File: config.mk
export PLATFORM = sky130hd
export DESIGN_NAME = trap_ctrl
export DESIGN_NICKNAME = d
export VERILOG_FILES = /design/src/rtl/trap_ctrl.sv
export SDC_FILE = /design/constraint.sdc
export NUM_CORES = 1
export LEC_CHECK = 0
export BUFFER_PORTS_ARGS = -buffer_cell sky130_fd_sc_hd__buf_2
export CAP_MARGIN = 20
export CELL_PAD_IN_SITES_DETAIL_PLACEMENT = 1
export CELL_PAD_IN_SITES_GLOBAL_PLACEMENT = 1
export CORE_MARGIN = 3
export CORE_UTILIZATION = 39
export CTS_CLUSTER_SIZE = 25
export DETAILED_ROUTE_END_ITERATION = 12
export PLACE_DENSITY = 0.83
export SLEW_MARGIN = 25
export SYNTH_ARGS = -nofsm -noshare
export SYNTH_HDL_FRONTEND = slang
export SYNTH_SLANG_ARGS = --single-unit
File: constraint.sdc
create_clock -name clk -period 8.5 [get_ports clk]
set_input_delay 1.275 -clock clk [delete_from_list [all_inputs] [get_ports clk]]
set_output_delay 1.275 -clock clk [all_outputs]
set_load 0.01 [all_outputs]
File: src/rtl/trap_ctrl.sv
// trap_ctrl: sequences machine-mode trap entry and MRET return over the CSR port.
// Ports: clk/rst; exc_i, exc_code_i, irq_i, irq_en_i, mret_i, pc_i, tval_i requests;
//   csr_w/csr_addr/csr_wd/csr_rd CSR port; stall_o, pc_redirect_o, pc_target_o, busy_o.
module trap_ctrl #(
  parameter logic [11:0] MTVEC_ADDR  = 12'h005,
  parameter logic [11:0] MEPC_ADDR   = 12'h041,
  parameter logic [11:0] MCAUSE_ADDR = 12'h042,
  parameter logic [11:0] MTVAL_ADDR  = 12'h043
) (
  input  logic        clk,
  input  logic        rst,
  input  logic        exc_i,
  input  logic [4:0]  exc_code_i,
  input  logic        irq_i,
  input  logic        irq_en_i,
  input  logic        mret_i,
  input  logic [31:0] pc_i,
  input  logic [31:0] tval_i,
  output logic        csr_w,
  output logic [11:0] csr_addr,
  output logic [31:0] csr_wd,
  input  logic [31:0] csr_rd,
  output logic        stall_o,
  output logic        pc_redirect_o,
  output logic [31:0] pc_target_o,
  output logic        busy_o
);

  typedef enum logic [2:0] {
    IDLE,
    W_MEPC,
    W_MCAUSE,
    W_MTVAL,
    R_MTVEC,
    R_MEPC,
    REDIRECT
  } state_t;

  localparam logic [31:0] IRQ_CAUSE = 32'h8000_000B;

  state_t      state;
  state_t      state_nx;

  logic [31:0] pc_q;
  logic [31:0] tval_q;
  logic [31:0] cause_q;
  logic [31:0] target_q;

  logic        irq_req;
  logic        take_exc;
  logic        take_irq;
  logic        take_mret;
  logic        idle;
  logic        accept;

  // Mutually exclusive takes encode the exc > irq > mret priority.
  assign irq_req   = irq_i & irq_en_i;
  assign idle      = (state == IDLE);
  assign take_exc  = idle & exc_i;
  assign take_irq  = idle & ~exc_i & irq_req;
  assign take_mret = idle & ~exc_i & ~irq_req & mret_i;
  assign accept    = take_exc | take_irq | take_mret;

  assign busy_o        = ~idle;
  // Gate with rst so a request seen during reset never freezes the pipe.
  assign stall_o       = busy_o | (accept & ~rst);
  assign pc_redirect_o = (state == REDIRECT);
  assign pc_target_o   = target_q;

  always_ff @(posedge clk or posedge rst) begin
    if (rst) begin
      state <= IDLE;
    end else begin
      state <= state_nx;
    end
  end

  always_comb begin
    state_nx = state;
    unique case (state)
      IDLE: begin
        unique case (1'b1)
          take_exc:  state_nx = W_MEPC;
          take_irq:  state_nx = W_MEPC;
          take_mret: state_nx = R_MEPC;
          default:   state_nx = IDLE;
        endcase
      end
      W_MEPC:   state_nx = W_MCAUSE;
      W_MCAUSE: state_nx = W_MTVAL;
      W_MTVAL:  state_nx = R_MTVEC;
      R_MTVEC:  state_nx = REDIRECT;
      R_MEPC:   state_nx = REDIRECT;
      REDIRECT: state_nx = IDLE;
      default:  state_nx = IDLE;
    endcase
  end

  always_comb begin
    csr_w    = 1'b0;
    csr_addr = 12'h000;
    csr_wd   = 32'h0;
    unique case (state)
      W_MEPC: begin
        csr_w    = 1'b1;
        csr_addr = MEPC_ADDR;
        csr_wd   = {pc_q[31:2], 2'b00};
      end
      W_MCAUSE: begin
        csr_w    = 1'b1;
        csr_addr = MCAUSE_ADDR;
        csr_wd   = cause_q;
      end
      W_MTVAL: begin
        csr_w    = 1'b1;
        csr_addr = MTVAL_ADDR;
        csr_wd   = tval_q;
      end
      R_MTVEC: csr_addr = MTVEC_ADDR;
      R_MEPC:  csr_addr = MEPC_ADDR;
      default: begin
        csr_w    = 1'b0;
        csr_addr = 12'h000;
        csr_wd   = 32'h0;
      end
    endcase
  end

  always_ff @(posedge clk or posedge rst) begin
    if (rst) begin
      pc_q    <= 32'h0;
      tval_q  <= 32'h0;
      cause_q <= 32'h0;
    end else begin
      unique case (1'b1)
        take_exc: begin
          pc_q    <= pc_i;
          tval_q  <= tval_i;
          cause_q <= {27'b0, exc_code_i};
        end
        take_irq: begin
          pc_q    <= pc_i;
          tval_q  <= 32'h0;
          cause_q <= IRQ_CAUSE;
        end
        take_mret: begin
          pc_q    <= pc_i;
          tval_q  <= tval_i;
          cause_q <= cause_q;
        end
        default: begin
          pc_q    <= pc_q;
          tval_q  <= tval_q;
          cause_q <= cause_q;
        end
      endcase
    end
  end

  // Only direct-mode mtvec is supported, so the mode bits are dropped.
  always_ff @(posedge clk or posedge rst) begin
    if (rst) begin
      target_q <= 32'h0;
    end else if (state == R_MTVEC) begin
      target_q <= {csr_rd[31:2], 2'b00};
    end else if (state == R_MEPC) begin
      target_q <= csr_rd;
    end
  end

endmodule

=== Word level (Yosys, flattened, before mapping) ===
Cells that the tools add are included.

* Flip-flop bits (word level): 131
* Input bits: 107
* Logic and storage cells: 44

* Eq/ne operators: 6
* Muxes and demuxes: 9
* Bitwise gates (word level): 14
* Reduce and logical (&&, ||, !) cells: 10

{| class="wikitable"
|+ Operators by type and width
! kind !! count
|-
| $pmux W32 S2 || 2
|-
| $pmux W32 S3 || 1
|-
| $mux W32 || 2
|-
| $pmux W7 S4 || 1
|-
| $pmux W3 S5 || 1
|-
| $eq A3 B3 Y1 const B || 3
|-
| $reduce_or A2 Y1 || 4
|-
| $and A1 B1 Y1 || 7
|-
| $eq A3 B2 Y1 const B || 2
|-
| $pmux W3 S2 || 1
|-
| $reduce_bool A2 Y1 || 3
|-
| $reduce_or A3 Y1 || 2
|-
| $not A1 Y1 || 4
|-
| $eq A3 B1 Y1 const B || 1
|-
| $logic_not A3 Y1 || 1
|-
| $or A1 B1 Y1 || 3
|-
| $mux W1 || 1
|}

=== Longest topological paths before layout ===
Gate-level depths: netlist (run 1).

* Word-level depth: 7
* Mapped depth: 6

=== Worst setup path after synthesis (run 1) ===
OpenSTA, ideal clock, no wires.

* Path type: input-to-output
* From: in rst
* To: out stall_o
* Data arrival time: 3.722 ns
* Data required time: 7.225 ns
* Slack: 3.503 ns
* Stages: 3
* Path buffers: 0
* Cells stage by stage: inv_1 -> nand2_1 -> nand2_1

* Longest elaborated chain between the ends: 3

{| class="wikitable"
|+ RTL lines
! element !! line !! text
|-
| start, declared || 11 || <nowiki>input logic rst,</nowiki>
|-
| $not A1 Y1 || 66 || <nowiki>assign stall_o = busy_o | (accept & ~rst);</nowiki>
|-
| $and A1 B1 Y1 || 66 ||
|-
| $or A1 B1 Y1 || 66 ||
|-
| end, declared || 23 || <nowiki>output logic stall_o,</nowiki>
|}

Every way passes these cells.

=== Worst setup path in the final report (run 1) ===
* From: reg state[1]
* To: out csr_wd[8]

* Longest elaborated chain between the ends: 2

{| class="wikitable"
|+ RTL lines
! element !! line !! text
|-
| start, declared || 41 || <nowiki>state_t state;</nowiki>
|-
| start signal, assigned || 74 || <nowiki>state <= state_nx;</nowiki>
|-
| $eq A3 B2 Y1 or $eq A3 B1 Y1 (tied branches) || 103 || <nowiki>unique case (state)</nowiki>
|-
| $pmux W32 S3 * || 103 ||
|-
| end, declared || 21 || <nowiki>output logic [31:0] csr_wd,</nowiki>
|}

Every way passes the cells marked *; elsewhere a longest branch is shown, timed or not.

==> reports/metrics.csv, run 1 <==
stage;metric;value;unit
timing;min cycle time layout;3.73;ns
place;GP Congestion;0.750;
cts;insertion delay of the later-clocked pin in the worst-skew pair;0.36;ns
timing;normalized max-slew margin;38.9;%
route;routed len/inst;18.1;um
setup_path;category of the most critical setup path;reg2out;
yosys;largest cells by area after synthesis;dfrtp_1, a22o_1, nand2_1;
yosys;number of warning messages in the yosys log;0;
cts;postcts setup bufs;0;
floorplanning;initial standard-cell utilization of the core;41.2;%
grt;initial antenna violation count;1;
place;quantity of I/O buffers inserted on ports;176;
place;Cell Area, Placed;0.00527;mm2
yosys;proportion of synthesized flip-flops having asynchronous set or reset;100;%
cts;clock transition at the register clock pins on the worst setup and hold paths after CTS;0.10;ns
cts;count of clock tree sinks;103;
route;overall via count from detail_route;3497;
setup_path;reg-to-reg startpoint;state[1];
timing;Worst Hold Margin;0.481;ns
run;Max Cap Viol;0;
setup_path;critical path launch point type;flop;
yosys;Synth Instances;378;
floorplanning;number of primary I/O pins;187;
cells_and_area;Layout Cell Area excl Fill;0.00552;mm2
setup_path;Setup crit start;state[1];
worst_hold_path;worst hold path class;reg2reg;
timing;number of hold violations in the final report;0;
yosys;area fraction of the dominant cell type after synthesis;59.3;%
yosys;number of distinct library cells after synthesis;32;
grt;final global-route overflow total;0;
grt;total global routing track utilization;20.0;%
setup_path;Max FO, Critical Path;27;
cts;H-tree Lvls;3;
yosys;primary flip-flop cell chosen by synthesis mapping;dfrtp_1;
timing;max-slew violations;0;
cts;CTS Root Buffer Type;clkbuf_8;
power;LEAKAGE;2.95;nW
yosys;Post-Syn Area per Cell;11.5;um2
grt;number of global-route vias before repair;3863;
yosys;number of synthesized register bits;103;
cells_and_area;most common library cell in the layout ignoring fill and taps;buf_2;
timing;RSZ-0062 raised after global routing;no;
route;DRC violations left;0;
cts;Num CTS Buffers;9;
place;half-perimeter wire length of the detailed placement result;8.88;mm
yosys;synthesized area;0.00435;mm2
timing;Worst Tran Pin Value;0.916;ns
yosys;number of enable-type register cells in the synthesized netlist;0;
timing;clock skew after layout;0.0119;ns
cts;number of buffers on the longest clock path;2;
cells_and_area;growth of design area from synthesis to finish;27.1;%
cts;Hold-fix buffers, CTS;0;
route;number of DRC markers in iteration 0;206;
yosys;Seq/Total Area, Yosys;59.3;%
grt;largest net degree at the start of global routing;72;
route;Pre-antenna DRT Iters;4;
setup_path;CP Data Arrival Time;2.45;ns
worst_hold_path;HP Start;pc_target_o[10];
power;power per cell area;384;mW/mm2
floorplanning;die span in y;112;um
cells_and_area;top library cells by usage in the layout, fill and taps aside;buf_2, dfrtp_1, nand2_1;
yosys;cell taking the most area after synthesis;dfrtp_1;
route;drt via density;5.12;
floorplanning;die width;112;um
cells_and_area;number of nets in the layout;648;
floorplanning;core region area;0.0106;mm2
setup_path;critical path required time;7.22;ns
floorplanning;Die Outline Area;0.0124;mm2
route;total wire length;12.4;mm
cts;CTS tree;built;
floorplanning;row count;37;
route;remaining antenna violation count;0;
timing;count of endpoints failing setup in the final report;0;
timing;final period utilization;43.9;%
timing;Total Neg Setup Slack;0;ns
grt;global-route wire length before repair;20.0;mm
cts;Resized cells post-CTS;0;
run_status;result of the run;completed;
power;maximum vdd ir drop;166;uV
timing;timing-limited maximum frequency;268;MHz
cells_and_area;share of post-route cells with drive strength above 1;38.1;%
setup_path;crit end category;primary output;
-- cells in the mapped netlist (all sizes together) (2+ instances only) --
library cell / instances
nor2b: 2
a22oi: 4
a21oi: 2
nor2: 14
a22o: 58
nor3: 2
nand2b: 4
clkbuf: 8
buf: 26
mux2i: 2
o22a: 3
dfrtp: 103
mux2: 34
nand3: 2
inv: 4
nand2: 99
o21a: 2
a32o: 2
-- cell type report --
| cell class | instances | area [um2] |
|---|---|---|
| diodes | 1 | 2.50 |
| multi-input cells | 244 | 1600 |
| clock buffers | 10 | 138 |
| inverters | 4 | 17.5 |
| flip-flops and latches | 103 | 2580 |
| well taps | 136 | 170 |
| clock inverters | 6 | 115 |
| fillers | 1209 | 5030 |
| repair buffers | 179 | 903 |
-- stage by stage --
stage               setup slack [ns]  total power, mW  instances  utilization [%]
floorplan                       3.50             1.43        385                -
global placement                4.93             1.70        666             49.8
detailed placement              5.11             1.76        666             49.9
CTS                             4.77             2.15        682             52.3
global route                    4.60             2.28        683             52.3
finish                          4.77             2.12        683             52.3
-- metal layers --
metal / wire length [um] / global-route usage [%]
met5: 0 / 0
met4: 410 / 9.49
met3: 546 / 3.53
met2: 6420 / 34.3
met1: 5010 / 24.5
-- flip-flops by register name, indices dropped and copies added (netlist names) --
name	cells
cause_q	6
pc_q	30
pc_target_o	32
state	3
tval_q	32
-- path summary, 6_finish.rpt --
check	end	slack (ns)	depth (start not counted)
max	csr_wd[8]	4.77	4
min	pc_target_o[10]	0.48	2
max reg2reg	tval_q[25]	6.14	3
min reg2reg	pc_target_o[10]	0.48	2
max in group asynchronous	cause_q[0]	6.32	3
min in group asynchronous	pc_target_o[30]	0.92	2
-- where the power goes --
part,switching (mW),internal (mW),total [mW]
sequential,0.160,0.725,0.885
combinational,0.466,0.387,0.853
clock,0.175,0.206,0.381
-- kinds of logic after synthesis --
logic type,after synthesis,synth area share [%]
and+or+nand+nor,124,11.6
DFF,103,59.3
AOI/OAI and AO/OA,76,14.9
buffers and inverters,38,4.84
muxes,36,9.27
other,1,0.0863
-- worst max-delay path, stage by stage (launching register included) --
cell and delay (ns):
dfrtp_1 0.75, nand2b_1 0.29, nor2_4 0.65, a22o_1 0.23, buf_2 0.15
No activity file was read; power rests on OpenSTA's default activity.
==> run 2, diff against run 1 <==
--- a/config.mk
+++ b/config.mk
@@ -5,15 +5,16 @@
 export SDC_FILE = /design/constraint.sdc
 export NUM_CORES = 1
 export LEC_CHECK = 0
+export ABC_AREA = 1
 export BUFFER_PORTS_ARGS = -buffer_cell sky130_fd_sc_hd__buf_2
 export CAP_MARGIN = 20
 export CELL_PAD_IN_SITES_DETAIL_PLACEMENT = 1
 export CELL_PAD_IN_SITES_GLOBAL_PLACEMENT = 1
 export CORE_MARGIN = 3
-export CORE_UTILIZATION = 39
+export CORE_UTILIZATION = 31
 export CTS_CLUSTER_SIZE = 25
 export DETAILED_ROUTE_END_ITERATION = 12
-export PLACE_DENSITY = 0.83
+export PLACE_DENSITY = 0.72
 export SLEW_MARGIN = 25
 export SYNTH_ARGS = -nofsm -noshare
 export SYNTH_HDL_FRONTEND = slang
==> constraint.sdc (replaced) <==
create_clock -name clk -period 3.05 [get_ports clk]
set_input_delay 0.4575 -clock clk [delete_from_list [all_inputs] [get_ports clk]]
set_output_delay 0.4575 -clock clk [all_outputs]
set_load 0.01 [all_outputs]
==> reports/metrics.csv, run 2 <==
stage;metric;value;unit
grt;largest net degree at the start of global routing;104;
yosys;largest cells by area after synthesis;dfrtp_1, nand2_1, nand3_1;
yosys;cell taking the most area after synthesis;dfrtp_1;
cts;number of buffers on the longest clock path;2;
timing;count of endpoints failing setup in the final report;0;
cells_and_area;final std cells w/o fill;876;
floorplanning;core region area;0.0142;mm2
power;LEAKAGE;3.33;nW
yosys;proportion of synthesized flip-flops having asynchronous set or reset;100;%
cts;postcts setup bufs;0;
timing;max-slew violations;0;
setup_path;critical path required time;2.59;ns
cells_and_area;top library cells by usage in the layout, fill and taps aside;nand2_1, buf_2, dfrtp_1;
cts;count of clock tree sinks;103;
yosys;ranking of synthesized cells by instance count;nand2_1, dfrtp_1, nand3_1;
place;GP Congestion;0.790;
grt;number of global-route vias before repair;4440;
place;placed instance count;860;
floorplanning;row count;43;
cts;insertion delay of the later-clocked pin in the worst-skew pair;0.35;ns
route;routed len/inst;16.4;um
worst_hold_path;worst hold path class;in2async;
place;half-perimeter wire length of the detailed placement result;9.85;mm
cells_and_area;Layout Cell Area excl Fill;0.00589;mm2
cts;CTS Root Buffer Type;clkbuf_16;
route;drt via density;4.81;
yosys;Synth Instances;529;
run;Max Cap Viol;0;
setup_path;category of the most critical setup path;reg2out;
timing;normalized max-slew margin;49.5;%
timing;clock skew after layout;0.00452;ns
route;number of DRC markers in iteration 0;159;
floorplanning;die width;128;um
grt;initial antenna violation count;0;
grt;total global routing track utilization;17.6;%
setup_path;crit end category;primary output;
yosys;number of enable-type register cells in the synthesized netlist;0;
route;overall via count from detail_route;4210;
route;remaining antenna violation count;0;
timing;number of hold violations in the final report;0;
cells_and_area;most common library cell in the layout ignoring fill and taps;nand2_1;
cells_and_area;share of post-route cells with drive strength above 1;31.0;%
cts;Resized cells post-CTS;0;
cts;CTS tree;built;
place;dpl ws;0.731;ns
setup_path;reg-to-reg startpoint;state[1];
floorplanning;initial standard-cell utilization of the core;32.3;%
timing;timing-limited maximum frequency;366;MHz
cts;Hold-fix buffers, CTS;0;
yosys;Seq/Total Area, Yosys;56.1;%
cts;clock transition at the register clock pins on the worst setup and hold paths after CTS;0.07;ns
floorplanning;Die Outline Area;0.0163;mm2
yosys;Post-Syn Area per Cell;8.69;um2
grt;final global-route overflow total;0;
floorplanning;die span in y;128;um
setup_path;endpoint of the lowest-slack register-to-register path;tval_q[10];
route;DRC violations left;0;
timing;Worst Hold Margin;0.272;ns
yosys;area fraction of the dominant cell type after synthesis;56.1;%
yosys;primary flip-flop cell chosen by synthesis mapping;dfrtp_1;
setup_path;critical path launch point type;flop;
floorplanning;number of primary I/O pins;187;
timing;Total Neg Setup Slack;0;ns
cts;Num CTS Buffers;9;
timing;Worst Tran Pin Value;0.756;ns
cells_and_area;number of nets in the layout;798;
grt;global-route wire length before repair;22.9;mm
yosys;synthesized area;0.00459;mm2
run_status;result of the run;completed;
timing;final period utilization;89.5;%
yosys;number of warning messages in the yosys log;0;
timing;RSZ-0062 raised after global routing;no;
yosys;number of distinct library cells after synthesis;22;
cells_and_area;growth of design area from synthesis to finish;28.2;%
setup_path;CP Data Arrival Time;2.27;ns
setup_path;setup slack of the worst register-to-register path;1.18;ns
place;quantity of I/O buffers inserted on ports;176;
setup_path;Max FO, Critical Path;18;
cts;H-tree Lvls;3;
yosys;most frequently used cell type in the post-synthesis netlist;nand2_1;
yosys;number of synthesized register bits;103;
power;maximum vdd ir drop;403;uV
cells_and_area;ant diodes;0;
route;Pre-antenna DRT Iters;4;
timing;min cycle time layout;2.73;ns
place;Cell Area, Placed;0.00558;mm2
route;total wire length;14.4;mm
timing;min setup slack post-route;0.320;ns
setup_path;r2r worst-path depth;6;
power;power per cell area;1060;mW/mm2
run 2: cell families after synthesis:
| kind of cell | after synthesis | synth area share, % |
|---|---|---|
| and+or+nand+nor | 330 | 29.8 |
| DFF | 103 | 56.1 |
| buffers and inverters | 55 | 6.89 |
| AOI/OAI and AO/OA | 40 | 7.13 |
| other | 1 | 0.0816 |
run 2: final cells by class:
type                       instances  area (um2)
clock buffer                      11         253
timing repair buffer             184         966
fill                            1736        8310
inverter                          15        61.3
multi-input combinational        378        1750
tap                              180         225
clock inverter                     5        56.3
sequential                       103        2580
run 2: through the flow:
step	utilization [%]	total power, mW
CTS	41.5	6.36
detailed placement	39.3	5.14
global placement	39.3	5.00
global route	41.5	6.79
floorplan	-	4.13
finish	41.5	6.27
run 2: metal layers:
layer	track usage (%)	wire, um	share of wire [%]	vias to the layer above
met5	0	0	0	-
met4	5.37	207	1.4	0
li1	-	-	-	2008
met3	4.83	1030	7.2	15
met1	23.2	6470	45	2038
met2	28.4	6690	46	149
run 2: power breakdown:
group / switching [mW] / internal (mW)
clock network: 0.513 / 0.680
registers: 0.381 / 2.03
logic: 1.66 / 0.999
run 2: critical path, cell delays in order, from the launching register on:
cell      delay, ns
dfrtp_1        0.50
clkinv_2       0.14
nand2_1        0.15
nor2_4         0.46
buf_4          0.35
a22o_1         0.18
buf_2          0.13
run 2: how the worst max path moves through the flow:
stage	startpoint	to	slack, ns	cells past startpoint
2_1_floorplan	rst	stall_o	0.35	3
3_3_place_gp	state[2]	csr_wd[17]	0.73	6
3_5_place_dp	state[2]	csr_wd[13]	0.73	6
4_1_cts	state[2]	csr_wd[13]	0.33	6
5_1_grt	state[2]	csr_wd[12]	0.14	6
6_report	state[2]	csr_wd[13]	0.32	6
